File: src/rtl/mult_div_unit.sv
// mult_div_unit: multicycle signed multiply/divide unit with its own HI/LO registers.
//   Multiply: radix-2 Booth, one iteration per clock, WIDTH iterations.
//   Divide  : restoring divide on operand magnitudes, signs fixed on the last iteration.
// Ports:
//   clk, reset            - clock, asynchronous active-high reset
//   multControl           - start signed multiply (sampled in IDLE, wins over divide)
//   divControl            - start signed divide (sampled in IDLE)
//   a, b                  - operands, latched on the start edge
//   hi, lo                - product[2W-1:W]/product[W-1:0], or remainder/quotient
//   busy                  - operation in flight
//   done                  - one-cycle pulse when hi/lo hold a new result
//   divZero               - one-cycle pulse on divide by zero (exception build only)
// Build option: define MULTDIV_DIVZERO_EXCP_EN to raise divZero on divide by zero;
//   otherwise a divide by zero completes early with done and leaves hi/lo unchanged.
module mult_div_unit #(
    parameter int unsigned WIDTH = 32
) (
    input  logic             clk,
    input  logic             reset,
    input  logic             multControl,
    input  logic             divControl,
    input  logic [WIDTH-1:0] a,
    input  logic [WIDTH-1:0] b,
    output logic [WIDTH-1:0] hi,
    output logic [WIDTH-1:0] lo,
    output logic             busy,
    output logic             done,
    output logic             divZero
);

    localparam int unsigned CNT_W = $clog2(WIDTH);
    localparam logic [CNT_W-1:0] LAST_COUNT = CNT_W'(WIDTH - 1);

    typedef enum logic [1:0] {
        IDLE = 2'd0,
        MULT = 2'd1,
        DIV  = 2'd2
    } state_t;

    state_t           state;
    logic [CNT_W-1:0] count;
    // accReg: Booth accumulator (one guard bit) or divide partial remainder
    // lowReg: Booth multiplier/product low half or divide dividend/quotient
    logic [WIDTH:0]   accReg;
    logic [WIDTH-1:0] lowReg;
    logic [WIDTH-1:0] opB;
    logic             qm1;
    logic             signA;
    logic             signB;

    logic [WIDTH-1:0] absA;
    logic [WIDTH-1:0] absB;
    logic [WIDTH:0]   mcandExt;
    logic [WIDTH:0]   boothSum;
    logic [WIDTH:0]   boothAcc;
    logic [WIDTH-1:0] boothLow;
    logic [WIDTH:0]   divShift;
    logic [WIDTH:0]   divDiff;
    logic             divGe;
    logic [WIDTH-1:0] divRem;
    logic [WIDTH-1:0] divQuo;
    logic [WIDTH-1:0] remFinal;
    logic [WIDTH-1:0] quotFinal;

    // Datapath for one Booth step and one restoring-divide step
    always_comb begin
        absA     = a[WIDTH-1] ? -a : a;
        absB     = b[WIDTH-1] ? -b : b;
        // Guard bit keeps acc - (most negative multiplicand) from overflowing
        mcandExt = {opB[WIDTH-1], opB};
        case ({lowReg[0], qm1})
            2'b01:   boothSum = accReg + mcandExt;
            2'b10:   boothSum = accReg - mcandExt;
            default: boothSum = accReg;
        endcase
        boothAcc  = {boothSum[WIDTH], boothSum[WIDTH:1]};
        boothLow  = {boothSum[0], lowReg[WIDTH-1:1]};

        divShift  = {accReg[WIDTH-1:0], lowReg[WIDTH-1]};
        divDiff   = divShift - {1'b0, opB};
        divGe     = divShift >= {1'b0, opB};
        divRem    = divGe ? divDiff[WIDTH-1:0] : divShift[WIDTH-1:0];
        divQuo    = {lowReg[WIDTH-2:0], divGe};
        // Quotient truncates toward zero; remainder follows the dividend sign
        quotFinal = (signA ^ signB) ? -divQuo : divQuo;
        remFinal  = signA ? -divRem : divRem;
    end

    // Control FSM, operand/iteration registers and registered outputs
    always_ff @(posedge clk or posedge reset) begin
        if (reset) begin
            state   <= IDLE;
            count   <= '0;
            accReg  <= '0;
            lowReg  <= '0;
            opB     <= '0;
            qm1     <= 1'b0;
            signA   <= 1'b0;
            signB   <= 1'b0;
            hi      <= '0;
            lo      <= '0;
            busy    <= 1'b0;
            done    <= 1'b0;
            divZero <= 1'b0;
        end else begin
            done    <= 1'b0;
            divZero <= 1'b0;
            case (state)
                IDLE: begin
                    if (multControl) begin
                        state  <= MULT;
                        busy   <= 1'b1;
                        count  <= '0;
                        accReg <= '0;
                        lowReg <= b;
                        opB    <= a;
                        qm1    <= 1'b0;
                    end else if (divControl) begin
                        state  <= DIV;
                        busy   <= 1'b1;
                        count  <= '0;
                        accReg <= '0;
                        lowReg <= absA;
                        opB    <= absB;
                        signA  <= a[WIDTH-1];
                        signB  <= b[WIDTH-1];
                    end
                end
                MULT: begin
                    accReg <= boothAcc;
                    lowReg <= boothLow;
                    qm1    <= lowReg[0];
                    count  <= count + CNT_W'(1);
                    if (count == LAST_COUNT) begin
                        hi    <= boothAcc[WIDTH-1:0];
                        lo    <= boothLow;
                        done  <= 1'b1;
                        busy  <= 1'b0;
                        state <= IDLE;
                    end
                end
                DIV: begin
                    if (count == '0 && opB == '0) begin
                        // Divide by zero resolves on the first iteration edge
                        busy  <= 1'b0;
                        state <= IDLE;
`ifdef MULTDIV_DIVZERO_EXCP_EN
                        divZero <= 1'b1;
`else
                        done    <= 1'b1;
`endif
                    end else begin
                        accReg <= {1'b0, divRem};
                        lowReg <= divQuo;
                        count  <= count + CNT_W'(1);
                        if (count == LAST_COUNT) begin
                            hi    <= remFinal;
                            lo    <= quotFinal;
                            done  <= 1'b1;
                            busy  <= 1'b0;
                            state <= IDLE;
                        end
                    end
                end
                default: begin
                    state <= IDLE;
                    busy  <= 1'b0;
                end
            endcase
        end
    end

endmodule

File: config.mk
export PLATFORM = sky130hd
export DESIGN_NAME = mult_div_unit
export DESIGN_NICKNAME = d
export VERILOG_FILES = /design/src/rtl/mult_div_unit.sv
export SDC_FILE = /design/constraint.sdc
export NUM_CORES = 1
export LEC_CHECK = 0
export CORE_AREA = 3 3 241 125
export CTS_CLUSTER_SIZE = 16
export DETAILED_ROUTE_END_ITERATION = 10
export DIE_AREA = 0 0 244 128
export GPL_TIMING_DRIVEN = 0
export HOLD_SLACK_MARGIN = 0.1
export PLACE_DENSITY = 0.77
export SLEW_MARGIN = 10
export SYNTH_ARGS = -nofsm -noshare
export SYNTH_HDL_FRONTEND = slang
export SYNTH_SLANG_ARGS = --single-unit
export TNS_END_PERCENT = 10
File: constraint.sdc
create_clock -name clk -period 9.5 [get_ports clk]
set_clock_uncertainty 0.1 [all_clocks]
set_input_delay 0.95 -clock clk [delete_from_list [all_inputs] [get_ports clk]]
set_output_delay 0.95 -clock clk [all_outputs]
set_load 0.05 [all_outputs]
==> run_results.csv <==
group,metric,value,unit
run_status,status,"completed",
die,io_pins,135,
timing,slew_headroom,29.4,%
clock_tree,hold_buffers,0,
job,timing.max_cap.violations,0,
timing,setup_slack,1.46,ns
hold_path,hold_depth,2,
timing,max_freq,124,MHz
placed_design,place.gp.congestion,1.02,
pwr,intPower,3.28,mW
die,initial_core_util,58.2,%
pwr,clkPwrFrac,10.0,%
logic_synthesis,ys_ff_latch,173,
die,die_w,244,µm
layout,final_common_cell,"nand2_1",
drt,drc_errors,0,
hold_path,holdCritStartpoint,"hi[5]$_DFFE_PP0P_",
setup_path,crit_chain,"inv_1, ha_1, buf_2, nand4_1, or4_1, nor3_1, a221oi_1, nand2_1, clkbuf_1, clkbuf_1, clkbuf_1, nand2_1, o21ai_0, ha_1, inv_1, nor4_1, nand4_1, a2111oi_0, a32o_1, nand4_1, or3b_1, o2bb2ai_1, a22oi_1",
drt,num_vias,17800,
clock_tree,worstSkewPairLatency,0.46,ns
setup_path,max_stage_delay,0.85,ns
layout,num_antenna_cells,0,
timing,rsz0062_at_grt,"false",
clock_tree,cts_buffer_depth,2,
timing,setup_viol,0,
logic_synthesis,ys_types,87,
placed_design,hpwl,48700,µm
logic_synthesis,async_flop_share,100,%
global_routing,grt_max_degree,107,
hold_path,hold_class,"reg -> reg",
global_routing,antenna_found_initial,1,
global_routing,grt_pass1_wl,94000,µm
placed_design,post-place-ws,1.93,ns
drt,ant_nets,0,
layout,mostFrequentLayoutCells,"nand2_1 (233), o21ai_0 (203), nor2_1 (201)",
pwr,power.switching,4.27,mW
logic_synthesis,synth_edf_count,0,
pwr,vdd_drop_max,0.000187,V
drt,drtIter0Drc,2403,
logic_synthesis,netlist_area,0.0162,mm²
timing,post-route-period-util,84.7,%
die,num_rows,43,
layout,postLayoutCellArea,0.0186,mm²
clock_tree,numCtsBuffers,17,
timing,finalHoldViolCount,0,
global_routing,grt-ovfl-total,0,
die,core,0.0278,mm²
setup_path,arrival,8.32,ns
logic_synthesis,synth_cells,2121,
pwr,p_sw_share,56.5,%
setup_path,slowest_stage,"clkbuf_1",
timing,setup_tns,0,ns
setup_path,rr_worst_depth,23,
logic_synthesis,syn_area_per_cell,7.62,µm²
setup_path,crit_type,"reg -> reg",
clock_tree,clkTransAtPathRegs,0.08,ns
global_routing,grt_pass1_vias,16600,
drt,detail_route.first_pass.iterations,8,
setup_path,cp.required,9.78,ns
pwr,seqPwrFrac,17.4,%
pwr,p_leak,7.72,nW
clock_tree,cts_max_level,4,
clock_tree,cts_root_buffer,"clkbuf_16",
die,dieArea,0.0312,mm²
clock_tree,cts_tree,"built",
logic_synthesis,synth_seq_area_share,26.8,%
layout,syn2layout_area_growth,15.2,%
clock_tree,cts.sinks,173,
setup_path,cp-end-kind,"flip-flop",
clock_tree,cts_resized,0,
layout,layout.nets,2419,
logic_synthesis,synth_flop_cell,"dfrtp_1",
timing,period_needed,8.04,ns
logic_synthesis,yosys_warnings,0,
global_routing,grt_util_all_layers,38.9,%
timing,worst_slew_pin_slew,1.06,ns
setup_path,r2r_start,"opB[9]$_DFFE_PP0P_",
setup_path,cp_max_fo,10,
placed_design,port_buffers,131,
setup_path,critPathLaunchType,"flip-flop",
drt,wire_per_inst,22.8,µm
placed_design,dpl_cell_area,0.0180,mm²
drt,drt_wl_total,60800,µm
setup_path,crit_start,"opB[9]$_DFFE_PP0P_",
layout,post-route-util,67.1,%
timing,drv_slew,0,
pwr,p_comb_share,72.7,%
logic_synthesis,synth_nets,2268,
pwr,power_density,405,mW/mm²
clock_tree,postCtsSetupBuffers,0,
drt,routed_via_density,6.66,
layout,drive_gt1_share,3.76,%
die,die_h,128,µm
[power groups by stage]
stage                     clock network (mW)  registers (mW)  logic [mW]
after floorplan                            0            1.12        3.91
after global placement                     0            1.29        5.23
after detailed placement                   0            1.29        5.27
after CTS                              0.752            1.28        5.31
after global routing                   0.785            1.32        5.96
final                                  0.752            1.31        5.49
[layout make-up]
class	instances	area (µm²)
inverters	72	278
repair buffers	132	1340
flip-flops and latches	173	4330
well taps	382	478
plain buffers	142	558
multi-input cells	1734	11000
fillers	2478	9140
clock inverters	14	190
clock buffers	18	439
[registers in the layout, indices dropped and copies added (netlist names), 2 cells and up]
signal,count
lowReg,32
count,5
opB,32
hi,32
lo,32
accReg,33
state,2
[per-layer routing]
layer,vias up,share of wire [%],GRT usage (%)
li1,8084,-,-
met1,8464,42,55.1
met2,1066,42,57.9
met3,144,13,9.57
met4,0,3.3,13.8
met5,-,0,0
[final timing paths]
kind	end	slack, ns
setup / recovery	hi[28]$_DFFE_PP0P_	1.46
setup reg to reg	hi[28]$_DFFE_PP0P_	1.46
max in group asynchronous	lo[6]$_DFFE_PP0P_	7.53
hold reg to reg	hi[5]$_DFFE_PP0P_	0.38
hold / removal	hi[5]$_DFFE_PP0P_	0.38
min in group asynchronous	hi[7]$_DFFE_PP0P_	0.90
[cells by family after synthesis]
logic type	Yosys count	synth area share (%)
adders and majority gates	79	6.21
other	1	0.0232
AOI/OAI and AO/OA	762	30.1
xor gates and xnor gates	186	10.1
buffers and inverters	214	5.12
muxes	42	2.64
DFF	173	26.8
and+or+nand+nor	664	19.1
[critical path, delay by kind of cell (launching register included)]
kind / cells / cell delay [ns]
DFF: 1 / 0.66
adders and majority gates: 2 / 0.57
buffers and inverters: 6 / 2.31
and+or+nand+nor: 9 / 2.67
AOI/OAI and AO/OA: 6 / 1.62
[cell usage after synthesis, types with 9 or more instances]
master,instances,share of area (%)
a211oi_1,9,0.42
a21o_1,28,1.3
a21oi_1,199,6.2
a221o_1,23,1.4
a22o_1,9,0.49
a22oi_1,33,1.5
a31oi_1,25,0.97
and2_1,9,0.35
and3_1,15,0.58
buf_1,13,0.30
buf_2,11,0.34
clkbuf_1,116,2.7
dfrtp_1,173,27
ha_1,77,6.0
inv_1,69,1.6
mux2i_1,37,2.3
nand2_1,233,5.4
nand2b_1,22,0.85
nand3_1,40,1.2
nand4_1,17,0.66
nor2_1,201,4.7
nor2b_1,10,0.39
nor3_1,28,0.87
o211ai_1,20,0.93
o21ai_0,203,6.3
o221ai_1,14,0.76
o22ai_1,56,2.2
o31ai_1,30,1.4
o41ai_1,21,1.1
or3_1,23,0.89
or4_1,25,1.2
xnor2_1,103,5.6
xor2_1,83,4.5
[stage by stage]
step | power [mW] | hold WS (ns) | std cells
after floorplan | 5.03 | 0.366 | 2121
after global placement | 6.52 | 0.364 | 2634
after detailed placement | 6.57 | 0.369 | 2635
after CTS | 7.34 | 0.386 | 2667
after global routing | 8.06 | 0.409 | 2667
final | 7.55 | 0.381 | 2667
Power figures use the tool's default switching activity.
==> RTL edit 1 (same settings) <==
`WIDTH`: 32 -> 16.
--- a/src/rtl/mult_div_unit.sv
+++ b/src/rtl/mult_div_unit.sv
@@ -13,7 +13,7 @@
 // Build option: define MULTDIV_DIVZERO_EXCP_EN to raise divZero on divide by zero;
 //   otherwise a divide by zero completes early with done and leaves hi/lo unchanged.
 module mult_div_unit #(
-    parameter int unsigned WIDTH = 32
+    parameter int unsigned WIDTH = 16
 ) (
     input  logic             clk,
     input  logic             reset,
Interface: changed (resized a, b, hi and lo); port bits go from 135 to 71. No check against the original RTL was run, so the function may have changed too.
==> RTL edit 1 against the original RTL <==
Sequential cell count shrank 81. Largest cell class unchanged. Largest power group unchanged. Routed wire length shrank 56%. Final area shrank 47%. Combinational power shrank 54%. Power shrank 53%. Non-clock buffer count shrank 145. Sequential power shrank 50%. Clock power shrank 51%. Worst setup slack gained 3000 ps. Core utilization shrank 32 points. Highest routed layer unchanged. Synthesized area shrank 48%.
==> RTL edit 1: results (changes against the original RTL) <==
metric,value,unit,change
most frequent cells after synthesis,"133 x nand2_1, 114 x o21ai_0, 92 x dfrtp_1, 76 x nor2_1, 51 x a21oi_1",,
CP arrival,5240,ps,-3080 ps
met3 Track Usage GR,0.0395,,-0.0562
Clock group,0.371,mW,-51%
met3 wire length,2240,um,-72%
synthesized net count,1136,,-50%
ANT cells,0,,unchanged
DRT iter0 DRCs,691,,-71%
DRT met1 WL,11500,um,-55%
post-synth cell types,84,,-3.4%
vias in the first global route,8105,,-51%
DPL Wire Length,21100,um,-57%
layout cells sized above 1,0.0431,,+0.00546
drt pass-1 iters,7,,-1
Largest register FFs,17,,-48%
Largest Register,accReg,,
"Slowest-stage cell, CP",or4_4,,
final layout net count,1214,,-50%
Port-buffer cells,66,,-50%
"top cells by area, synth","dfrtp_1 28%, o21ai_0 6.9%, ha_1 6.6%, nand2_1 6.0%, xnor2_1 4.5%",,
outcome,finished clean,,
# resized after CTS,0,,unchanged
sequential power,0.657,mW,-50%
Power Total,3.55,mW,-53%
number of fill cells,2900,,+17%
maximum VDD drop,152,uV,-19%
GR Layer Usage met1,0.220,,-0.331
sequential share of the synthesized area,0.276,,+0.00872
Total Wirelength,26600,um,-56%
CTS buffer count,9,,-8
Clock Latency Late Sink,360,ps,-100 ps
slew margin rel.,0.505,,+0.211
routability congestion estimate,0.937,,-7.9%
largest net degree at the start of global routing,66,,-38%
number of antenna violations at the first check in global routing,0,,-1
global-route wire length before repair,42900,um,-54%
LEAKAGE,4.03,nW,-48%
GRT Resource Usage Total,0.170,,-0.218
H-Tree Level Count,3,,-1
Hold Path Class,register to register,,
routed vias/inst,5.59,,-16%
Placed Instance Area,9500,sq um,-47%
post-CTS setup buffers,0,,unchanged
cell-internal power,1.68,mW,-49%
met2 WL,12100,um,-52%
critical path's largest stage delay,510,ps,-340 ps
pre-CTS setup slack,4630,ps,+2700 ps
GR Util met2,0.279,,-0.300
-- RTL edit 1: cell count changes in the layout (fill, tap and decap cells not counted), sizes merged, moves of 65 or more --
cell	before	now
a21oi	202	51
clkbuf	134	58
clkdlybuf4s50	131	66
dfrtp	173	92
nand2	233	133
nor2	201	76
o21ai	208	115
-- RTL edit 1: area by class of cell --
class	instances	share of cell area
Clock inverter	7	0.00728
Tap cell	382	0.0488
Timing Repair Buffer	67	0.0703
Buffer	62	0.0256
Inverter	48	0.0187
Sequential cell	92	0.235
Clock buffer	9	0.0230
Multi-Input combinational cell	852	0.571
-- RTL edit 1: final timing paths --
check,from,to,slack (ps),cells past startpoint
max,accReg[3],hi[14],4440,18
min,lo[10],lo[10],390,2
max reg2reg,accReg[3],hi[14],4440,18
min reg2reg,lo[10],lo[10],390,2
max in group asynchronous,reset,qm1,7810,3
min in group asynchronous,reset,accReg[10],830,2
-- RTL edit 1: cells by family (layout without fill, tap and decap cells) --
group                    after synthesis  count (layout)  synth area share
multiplexers                          28              28            0.0353
adder cells (fa/ha/maj)               46              46            0.0709
buffers and inverters                110             193            0.0517
AO/OA/AOI/OAI                        350             350             0.283
AND/OR/NAND/NOR                      351             351             0.202
XOR/XNOR                              76              76            0.0799
other                                  1               1          0.000450
flip-flops                            92              92             0.276
-- RTL edit 1: critical path: cells and delay by family (launching register included) --
family	cells	cell delay (ps)
muxes	1	310
DFF	1	490
AOI/OAI and AO/OA	5	1270
and+or+nand+nor	7	1340
buffers and inverters	3	830
adders and majority gates	2	630
-- RTL edit 1: stage by stage --
stage | cells | hold slack [ps] | util
after floorplan | 1054 | 366 | -
after global placement | 1502 | 367 | 0.341
after detailed placement | 1503 | 373 | 0.342
after CTS | 1519 | 390 | 0.353
after global routing | 1519 | 408 | 0.353
final | 1519 | 385 | 0.353
==> RTL edit 2 (config.mk and constraints unchanged) <==
Made on the original files. Re-encode `state_t` (3 states) as one-hot, 3 bits wide.
--- a/src/rtl/mult_div_unit.sv
+++ b/src/rtl/mult_div_unit.sv
@@ -31,10 +31,10 @@
     localparam int unsigned CNT_W = $clog2(WIDTH);
     localparam logic [CNT_W-1:0] LAST_COUNT = CNT_W'(WIDTH - 1);
 
-    typedef enum logic [1:0] {
-        IDLE = 2'd0,
-        MULT = 2'd1,
-        DIV  = 2'd2
+    typedef enum logic [2:0] {
+        IDLE = 3'b001,
+        MULT = 3'b010,
+        DIV  = 3'b100
     } state_t;
 
     state_t           state;
Function: no difference found for any inputs over 10 cycles, from zero or initial values and one cycle with reset high; not proved beyond that.
==> RTL edit 2 against the original RTL <==
Routed wire length rose by 4.0%. Synthesized cell count increased by 1.9%. Power shrank 1.5%. Cell count increased by 1.5%. Critical path depth is 1 higher. Final area fell by 0.24%. Sequential cell count increased by 1. Synthesized area is 0.13% lower. Worst setup slack improved by 260 ps. Fmax grew 3.3%. Largest power group unchanged. Highest routed layer unchanged.
==> RTL edit 2: results (changes against the original RTL) <==
metric,value,unit,change
drt pass-1 iters,6,,-2
outcome,finished clean,,
Total Wirelength,63300,um,+4.0%
post-synth cell types,92,,+5.7%
vias in the first global route,16400,,-0.82%
"top cells by area, synth","dfrtp_1 27%, o21ai_0 6.8%, a21oi_1 6.6%, nand2_1 6.4%, xnor2_1 5.9%",,
sequential share of the synthesized area,0.270,,+0.00198
routability congestion estimate,1.03,,+1.3%
layout cells sized above 1,0.0366,,-0.00106
global-route wire length before repair,95300,um,+1.4%
critical path's largest stage delay,680,ps,-170 ps
Port-buffer cells,130,,-0.76%
DPL Wire Length,49900,um,+2.6%
maximum VDD drop,216,uV,+15%
largest net degree at the start of global routing,117,,+9.3%
most frequent cells after synthesis,"275 x nand2_1, 220 x o21ai_0, 213 x a21oi_1, 209 x nor2_1, 173 x dfrtp_1",,
post-CTS setup buffers,0,,unchanged
pre-CTS setup slack,2250,ps,+324 ps
Largest Register,accReg,,
DRT iter0 DRCs,2447,,+1.8%
"Slowest-stage cell, CP",buf_1,,
GRT Resource Usage Total,0.399,,+0.0103
synthesized net count,2304,,+1.6%
LEAKAGE,7.51,nW,-2.8%
Sw Share,0.572,,+0.00707
[RTL edit 2: cell count changes after synthesis, sizes merged, moves of 15 or more]
cell,delta
xor2,+15
a221oi,+28
o21ai,+38
a221o,-15
nand2,+42
o22ai,-18
[RTL edit 2: cell type report]
type / count / area [sq um]
plain buffers: 150 / 597
clock buffers: 19 / 453
clock inverters: 13 / 164
fillers: 2486 / 9180
inverters: 70 / 270
multi-input cells: 1767 / 10900
flip-flops and latches: 174 / 4360
well taps: 382 / 478
repair buffers: 131 / 1330
[RTL edit 2: kinds of logic (layout without fill, tap and decap cells)]
logic type | count (synthesis) | count (layout) | synth area share
AOI/OAI and AO/OA | 748 | 748 | 0.285
xor gates and xnor gates | 206 | 206 | 0.112
other | 1 | 1 | 0.000232
muxes | 37 | 37 | 0.0242
and+or+nand+nor | 700 | 700 | 0.196
DFF | 174 | 174 | 0.270
adders and majority gates | 75 | 75 | 0.0590
buffers and inverters | 220 | 383 | 0.0532
[RTL edit 2: path summary, 6_finish.rpt]
| kind | from | endpoint | slack, ps | depth (start not counted) |
|---|---|---|---|---|
| worst max-delay path | opB[13] | hi[30] | 1720 | 24 |
| worst min-delay path | hi[10] | hi[10] | 380 | 2 |
| worst max register to register | opB[13] | hi[30] | 1720 | 24 |
| worst min register to register | hi[10] | hi[10] | 380 | 2 |
| max in group asynchronous | reset | count[3] | 7540 | 3 |
| min in group asynchronous | reset | accReg[4] | 830 | 2 |
[RTL edit 2: tightest hold or removal path, cell delays in order (launching register included)]
cell     delay [ps]
dfrtp_1         340
nand2_1          40
o21ai_0          60
[RTL edit 2: per-stage QoR]
stage                      util  std cells  hold slack, ps  area (sq um)
final                     0.669       2706             377         18600
after global routing      0.669       2706             412         18600
after global placement    0.646       2673             363         17900
after detailed placement  0.647       2674             369         18000
after CTS                 0.669       2706             385         18600
after floorplan               -       2161             369         16100
[RTL edit 2: routing by layer]
metal  global-route usage  vias to the layer above  part of all wire
met4                0.121                        0             0.030
met3                0.133                      178              0.14
li1                     -                     8083                 -
met1                0.551                     8520              0.42
met5                    0                        -                 0
met2                0.594                     1143              0.41
[RTL edit 2: power groups by stage]
stage          sequential (mW)  combinational (mW)  clock (mW)
5_1_grt                   1.34                5.75       0.781
6_report                  1.33                5.35       0.755
4_1_cts                   1.30                5.16       0.746
3_5_place_dp              1.31                5.11           0
2_1_floorplan             1.15                3.72           0
3_3_place_gp              1.31                5.06           0
